## config.mk

```make
export PLATFORM = sky130hd
export DESIGN_NAME = mig_burst_bridge
export DESIGN_NICKNAME = d
export VERILOG_FILES = /design/src/rtl/mig_bridge_pkg.sv /design/src/rtl/beat_shifter.sv /design/src/rtl/mig_burst_bridge.sv
export SDC_FILE = /design/constraint.sdc
export NUM_CORES = 1
export LEC_CHECK = 0
export CORE_ASPECT_RATIO = 0.7
export CORE_MARGIN = 10
export CORE_UTILIZATION = 40
export DETAILED_ROUTE_END_ITERATION = 10
export GPL_ROUTABILITY_DRIVEN = 1
export PLACE_DENSITY = 0.72
export SYNTH_ARGS = -nofsm -noshare
export SYNTH_HDL_FRONTEND = slang
export SYNTH_HIERARCHICAL = 1
export SYNTH_SLANG_ARGS = --single-unit
export TNS_END_PERCENT = 20
```

## constraint.sdc

```tcl
create_clock -name clk -period 2.65 [get_ports clk]
set_clock_uncertainty 0.1 [all_clocks]
set_input_delay 0.795 -clock clk [delete_from_list [all_inputs] [get_ports clk]]
set_output_delay 0.795 -clock clk [all_outputs]
set_load 0.005 [all_outputs]
```

## src/rtl/mig_bridge_pkg.sv

```systemverilog
// Shared definitions for the MIG burst bridge: FSM state encoding and MIG
// app_cmd opcodes.
package mig_bridge_pkg;

   typedef enum logic [2:0] {
      ST_IDLE,
      ST_WFILL,
      ST_WISSUE,
      ST_RISSUE,
      ST_RWAIT,
      ST_RDRAIN
   } state_t;

   localparam logic [2:0] APP_CMD_WRITE = 3'b000;
   localparam logic [2:0] APP_CMD_READ  = 3'b001;

endpackage

```

## src/rtl/beat_shifter.sv

```systemverilog
// NW-word shift register, most-significant word first, with parallel load
// and a count of words shifted since the last load/clear.
module beat_shifter #(
   parameter int WORD_W = 32,
   parameter int NW     = 4,
   parameter int CW     = $clog2(NW + 1)
)(
   input  logic                   clk,
   input  logic                   rst_n,
   input  logic                   clear,
   input  logic                   load,
   input  logic [NW*WORD_W-1:0]   load_data,
   input  logic                   shift,
   input  logic [WORD_W-1:0]      shift_in,
   output logic [NW*WORD_W-1:0]   data,
   output logic [WORD_W-1:0]      msw,
   output logic [CW-1:0]          count
);

   localparam int DW = NW * WORD_W;

   // New words enter at the bottom so the first word ends up in the MSW slot.
   always_ff @(posedge clk or negedge rst_n) begin
      if (!rst_n) begin
         data  <= '0;
         count <= '0;
      end else if (load) begin
         data  <= load_data;
         count <= '0;
      end else if (clear) begin
         count <= '0;
      end else if (shift) begin
         data  <= (data << WORD_W) | DW'(shift_in);
         count <= count + CW'(1);
      end
   end

   assign msw = data[DW-1 -: WORD_W];

endmodule

```

## src/rtl/mig_burst_bridge.sv

```systemverilog
// Word-serial command port to MIG 7-series app interface bridge: bursts of
// 1..2^LEN_W beats, word packing/unpacking, per-beat timeout.
module mig_burst_bridge
   import mig_bridge_pkg::*;
#(
   parameter int APP_ADDR_W  = 29,
   parameter int APP_DATA_W  = 128,
   parameter int WORD_W      = 32,
   parameter int LEN_W       = 4,
   parameter int ADDR_STRIDE = 8,
   parameter int TIMEOUT     = 1023
)(
   input  logic                    clk,
   input  logic                    rst_n,
   input  logic                    calib_done,
   input  logic                    cmd_valid,
   output logic                    cmd_ready,
   input  logic                    cmd_write,
   input  logic [APP_ADDR_W-1:0]   cmd_addr,
   input  logic [LEN_W-1:0]        cmd_len,
   input  logic                    wr_valid,
   output logic                    wr_ready,
   input  logic [WORD_W-1:0]       wr_word,
   output logic                    rd_valid,
   input  logic                    rd_ready,
   output logic [WORD_W-1:0]       rd_word,
   output logic                    done,
   output logic                    err,
   output logic [APP_ADDR_W-1:0]   app_addr,
   output logic [2:0]              app_cmd,
   output logic                    app_en,
   input  logic                    app_rdy,
   output logic [APP_DATA_W-1:0]   app_wdf_data,
   output logic                    app_wdf_wren,
   output logic                    app_wdf_end,
   input  logic                    app_wdf_rdy,
   input  logic [APP_DATA_W-1:0]   app_rd_data,
   input  logic                    app_rd_data_valid,
   output logic [APP_DATA_W/8-1:0] app_wdf_mask
);

   localparam int NW = APP_DATA_W / WORD_W;
   localparam int CW = $clog2(NW + 1);
   localparam int TW = (TIMEOUT < 1) ? 1 : $clog2(TIMEOUT + 1);

   state_t                state, next_state;
   logic [LEN_W-1:0]      len_q, beat_q;
   logic [TW-1:0]         tmo_q;
   logic [CW-1:0]         wr_count, rd_count;
   logic [WORD_W-1:0]     wr_msw_unused;
   logic [APP_DATA_W-1:0] rd_data_unused;
   logic accept, wr_shift, rd_load, rd_shift, beat_end, tmo_hit;
   logic last_beat, wr_hs_done, tmo_max, timed;

   assign last_beat    = (beat_q == len_q);
   assign wr_hs_done   = (!app_en || app_rdy) && (!app_wdf_wren || app_wdf_rdy);
   assign tmo_max      = (tmo_q == TW'(TIMEOUT));
   assign timed        = (state == ST_WISSUE) || (state == ST_RISSUE) || (state == ST_RWAIT);
   assign app_wdf_end  = app_wdf_wren;
   assign app_wdf_mask = '0;

   always_ff @(posedge clk or negedge rst_n) begin
      if (!rst_n) state <= ST_IDLE;
      else        state <= next_state;
   end

   // A completing handshake wins over a timeout landing in the same cycle.
   always_comb begin
      next_state = state;
      cmd_ready  = 1'b0;
      wr_ready   = 1'b0;
      rd_valid   = 1'b0;
      accept     = 1'b0;
      wr_shift   = 1'b0;
      rd_load    = 1'b0;
      rd_shift   = 1'b0;
      beat_end   = 1'b0;
      tmo_hit    = 1'b0;
      case (state)
         ST_IDLE: begin
            cmd_ready = calib_done;
            if (cmd_valid && calib_done) begin
               accept     = 1'b1;
               next_state = cmd_write ? ST_WFILL : ST_RISSUE;
            end
         end
         ST_WFILL: begin
            wr_ready = 1'b1;
            if (wr_valid) begin
               wr_shift = 1'b1;
               if (wr_count == CW'(NW - 1)) next_state = ST_WISSUE;
            end
         end
         ST_WISSUE: begin
            if (wr_hs_done) begin
               beat_end   = 1'b1;
               next_state = last_beat ? ST_IDLE : ST_WFILL;
            end else if (tmo_max) begin
               tmo_hit    = 1'b1;
               next_state = ST_IDLE;
            end
         end
         ST_RISSUE: begin
            if (app_rdy) begin
               next_state = ST_RWAIT;
            end else if (tmo_max) begin
               tmo_hit    = 1'b1;
               next_state = ST_IDLE;
            end
         end
         ST_RWAIT: begin
            if (app_rd_data_valid) begin
               rd_load    = 1'b1;
               next_state = ST_RDRAIN;
            end else if (tmo_max) begin
               tmo_hit    = 1'b1;
               next_state = ST_IDLE;
            end
         end
         ST_RDRAIN: begin
            rd_valid = 1'b1;
            if (rd_ready) begin
               rd_shift = 1'b1;
               if (rd_count == CW'(NW - 1)) begin
                  beat_end   = 1'b1;
                  next_state = last_beat ? ST_IDLE : ST_RISSUE;
               end
            end
         end
         default: next_state = ST_IDLE;
      endcase
   end

   // Each strobe drops on its own handshake; later assignments take priority.
   always_ff @(posedge clk or negedge rst_n) begin
      if (!rst_n) begin
         app_addr     <= '0;
         app_cmd      <= APP_CMD_WRITE;
         app_en       <= 1'b0;
         app_wdf_wren <= 1'b0;
         done         <= 1'b0;
         err          <= 1'b0;
         len_q        <= '0;
         beat_q       <= '0;
         tmo_q        <= '0;
      end else begin
         done  <= beat_end && last_beat;
         err   <= tmo_hit;
         tmo_q <= (timed && next_state == state) ? tmo_q + TW'(1) : '0;
         if (app_en && app_rdy)           app_en       <= 1'b0;
         if (app_wdf_wren && app_wdf_rdy) app_wdf_wren <= 1'b0;
         if (accept) begin
            app_addr <= cmd_addr;
            len_q    <= cmd_len;
            beat_q   <= '0;
            app_cmd  <= cmd_write ? APP_CMD_WRITE : APP_CMD_READ;
            app_en   <= !cmd_write;
         end
         if (state == ST_WFILL && next_state == ST_WISSUE) begin
            app_en       <= 1'b1;
            app_wdf_wren <= 1'b1;
         end
         if (beat_end && !last_beat) begin
            app_addr <= app_addr + APP_ADDR_W'(ADDR_STRIDE);
            beat_q   <= beat_q + LEN_W'(1);
            if (state == ST_RDRAIN) app_en <= 1'b1;
         end
         if (tmo_hit) begin
            app_en       <= 1'b0;
            app_wdf_wren <= 1'b0;
         end
      end
   end

   beat_shifter #(.WORD_W(WORD_W), .NW(NW), .CW(CW)) u_wr_pack (
      .clk       (clk),
      .rst_n     (rst_n),
      .clear     (accept || beat_end),
      .load      (1'b0),
      .load_data ('0),
      .shift     (wr_shift),
      .shift_in  (wr_word),
      .data      (app_wdf_data),
      .msw       (wr_msw_unused),
      .count     (wr_count)
   );

   beat_shifter #(.WORD_W(WORD_W), .NW(NW), .CW(CW)) u_rd_unpack (
      .clk       (clk),
      .rst_n     (rst_n),
      .clear     (accept),
      .load      (rd_load),
      .load_data (app_rd_data),
      .shift     (rd_shift),
      .shift_in  ('0),
      .data      (rd_data_unused),
      .msw       (rd_word),
      .count     (rd_count)
   );

endmodule

```

==> impl_metrics.toml <==
[die]
die_area_um2 = 55600
core-area_um2 = 45500
die_h_um = 200
ios = 419
initial_core_util = 0.409
fp.dieW_um = 278
rows = 65

[layout]
final_cell_area_um2 = 25200
area_growth_pct = 35.5
nets = 2344
drive_gt1_frac = 0.113

[grt]
grt_max_degree = 388
antenna_found_initial = 8
gr-total-overflow = 0
grt_usage = 0.201
grt_pass1_wl_mm = 91.0
grt_pass1_vias = 14900

[clock_network]
holdBufCountCts = 0
cts_tree = "built"
cts_root_buf = "clkbuf_16"
htree_num_levels = 2
cts_max_path_buffers = 3
clkSlewWorstSetupHoldPaths_ns = 0.06
clkLatencyLatePin_ns = 0.53
numCtsBuffers = 36
cts_sinks = 317

[run_status]
outcome = "completed"

[sta]
rsz0062_at_grt = "false"
fmax_mhz = 388
period_minus_slack_ns = 2.58
setup-violations-final = 0
tns_ns = 0
fin_crit_sh = 0.972
relSlewSlack = 0.573
worst_pin_slew_ns = 0.636
worst_slack_ns = 0.0744
slew_violations = 0
finalHoldViolCount = 0

[power_and_ir_drop]
ir_drop_v = 0.000388
power_density_nw_per_um2 = 866
p_leak_nw = 11.1

[yosys]
synth_cells = 1617
avgSynthCellArea_um2 = 11.5
syn_area_um2 = 18600
yosysWarnings = 6

[routing]
route.detailed.drc = 0
routedWlPerCell_um = 21.3
first_pass_iters = 7
antenna_left = 0
drt-total-wl_mm = 59.0
vias = 15100
routed_via_density = 5.43
drt_iter0_markers = 1296

[placed_design]
io_buffer_count = 400
gp_congestion = 0.862
hpwlAfterDp_mm = 42.6
dpl_cell_area_um2 = 23900
dp_slack_ns = -0.458

[critical_path]
endpoint_kind = "register"
worst_setup_path_start_kind = "input pin"
cp.arrival_ns = 2.89
crit_fanout = 29
reg2reg_depth = 9
required_ns = 2.96
path_class = "input pin to register"

[min_path]
holdCritPathClass = "input pin to asynchronous set/reset pin"

[run]
max_cap_viol_count = 0
flip-flops by register name, summed over array words and instances, names as in the netlist:
signal / cells
app_en: 1
app_cmd: 1
len_q: 4
u_rd_unpack/count: 3
u_wr_pack/count: 3
app_addr: 29
tmo_q: 10
u_rd_unpack/data: 128
u_wr_pack/data: 128
done: 1
state: 3
err: 1
beat_q: 4
app_wdf_end: 1
critical path, cell delays in order:
cell and delay, ns:
clkdlybuf4s50_1 0.51, nor2b_1 0.11, nor4_4 0.29, nor2_1 0.07, buf_4 0.15, nand2_4 0.22, buf_12 0.21, and4bb_2 0.25
a221o_1 0.25
path summary, 6_finish.rpt:
kind                       startpoint  slack, ns                  end
setup / recovery              app_rdy       0.07   u_wr_pack/data[25]
hold / removal                  rst_n       0.10         app_addr[15]
setup reg to reg             state[2]       0.21   u_wr_pack/data[25]
hold reg to reg            app_cmd[0]       0.38           app_cmd[0]
max in group asynchronous       rst_n       1.56  u_wr_pack/data[111]
min in group clk           app_cmd[0]       0.38           app_cmd[0]
where the power goes:
group          internal (mW)  switching (mW)  total [mW]
registers               6.49            1.40        7.89
logic                   5.17            3.58        8.75
clock network           3.09            2.08        5.17
total                   14.8            7.06        21.8
cells in the final DEF, fill, tap and decap left out, drive strengths merged, types with 6 or more instances in the layout:
cell type,count
clkdlybuf4s50,396
dfrtp,317
nor2b,259
a221o,257
and4bb,206
conb,179
buf,140
nand2,76
clkbuf,53
nor4bb,50
nand3,25
nor2,13
o211ai,13
o311ai,13
inv,13
nor4,13
nand4,12
o31ai,11
xnor2,10
nor3,10
diode,8
mux2,6
what timing repair did:
| item | CTS | global route |
|---|---|---|
| buffers inserted | 7 | 0 |
| endpoints found under the setup margin | 3 | 4 |
| gates cloned | 0 | 0 |
| gates resized for setup | 9 | 3 |
metal layers:
layer / GRT usage / up-vias / part of all wire
li1: - / 7137 / -
met1: 0.286 / 7424 / 0.47
met2: 0.304 / 422 / 0.45
met3: 0.0434 / 66 / 0.059
met4: 0.0518 / 2 / 0.016
met5: 0 / - / 0.00022
area by class of cell:
cell class | count | area [um^2]
fill | 3844 | 20300
timing repair buffer | 539 | 5440
clock buffer | 52 | 1060
tap | 603 | 754
multi-input combinational | 1230 | 9770
clock inverter | 13 | 169
sequential | 317 | 7940
antenna | 8 | 20.0
inverter | 12 | 47.5
stage by stage:
stage / instances / hold slack, ns / power, mW / utilization
3_5_place_dp: 2694 / 0.371 / 16.5 / 0.525
2_1_floorplan: 1795 / 0.367 / 12.6 / -
6_report: 2774 / 0.100 / 21.8 / 0.554
3_3_place_gp: 2694 / 0.357 / 16.3 / 0.525
5_1_grt: 2773 / 0.107 / 23.1 / 0.554
4_1_cts: 2766 / 0.0938 / 21.9 / 0.554
Power figures use the tool's default switching activity.
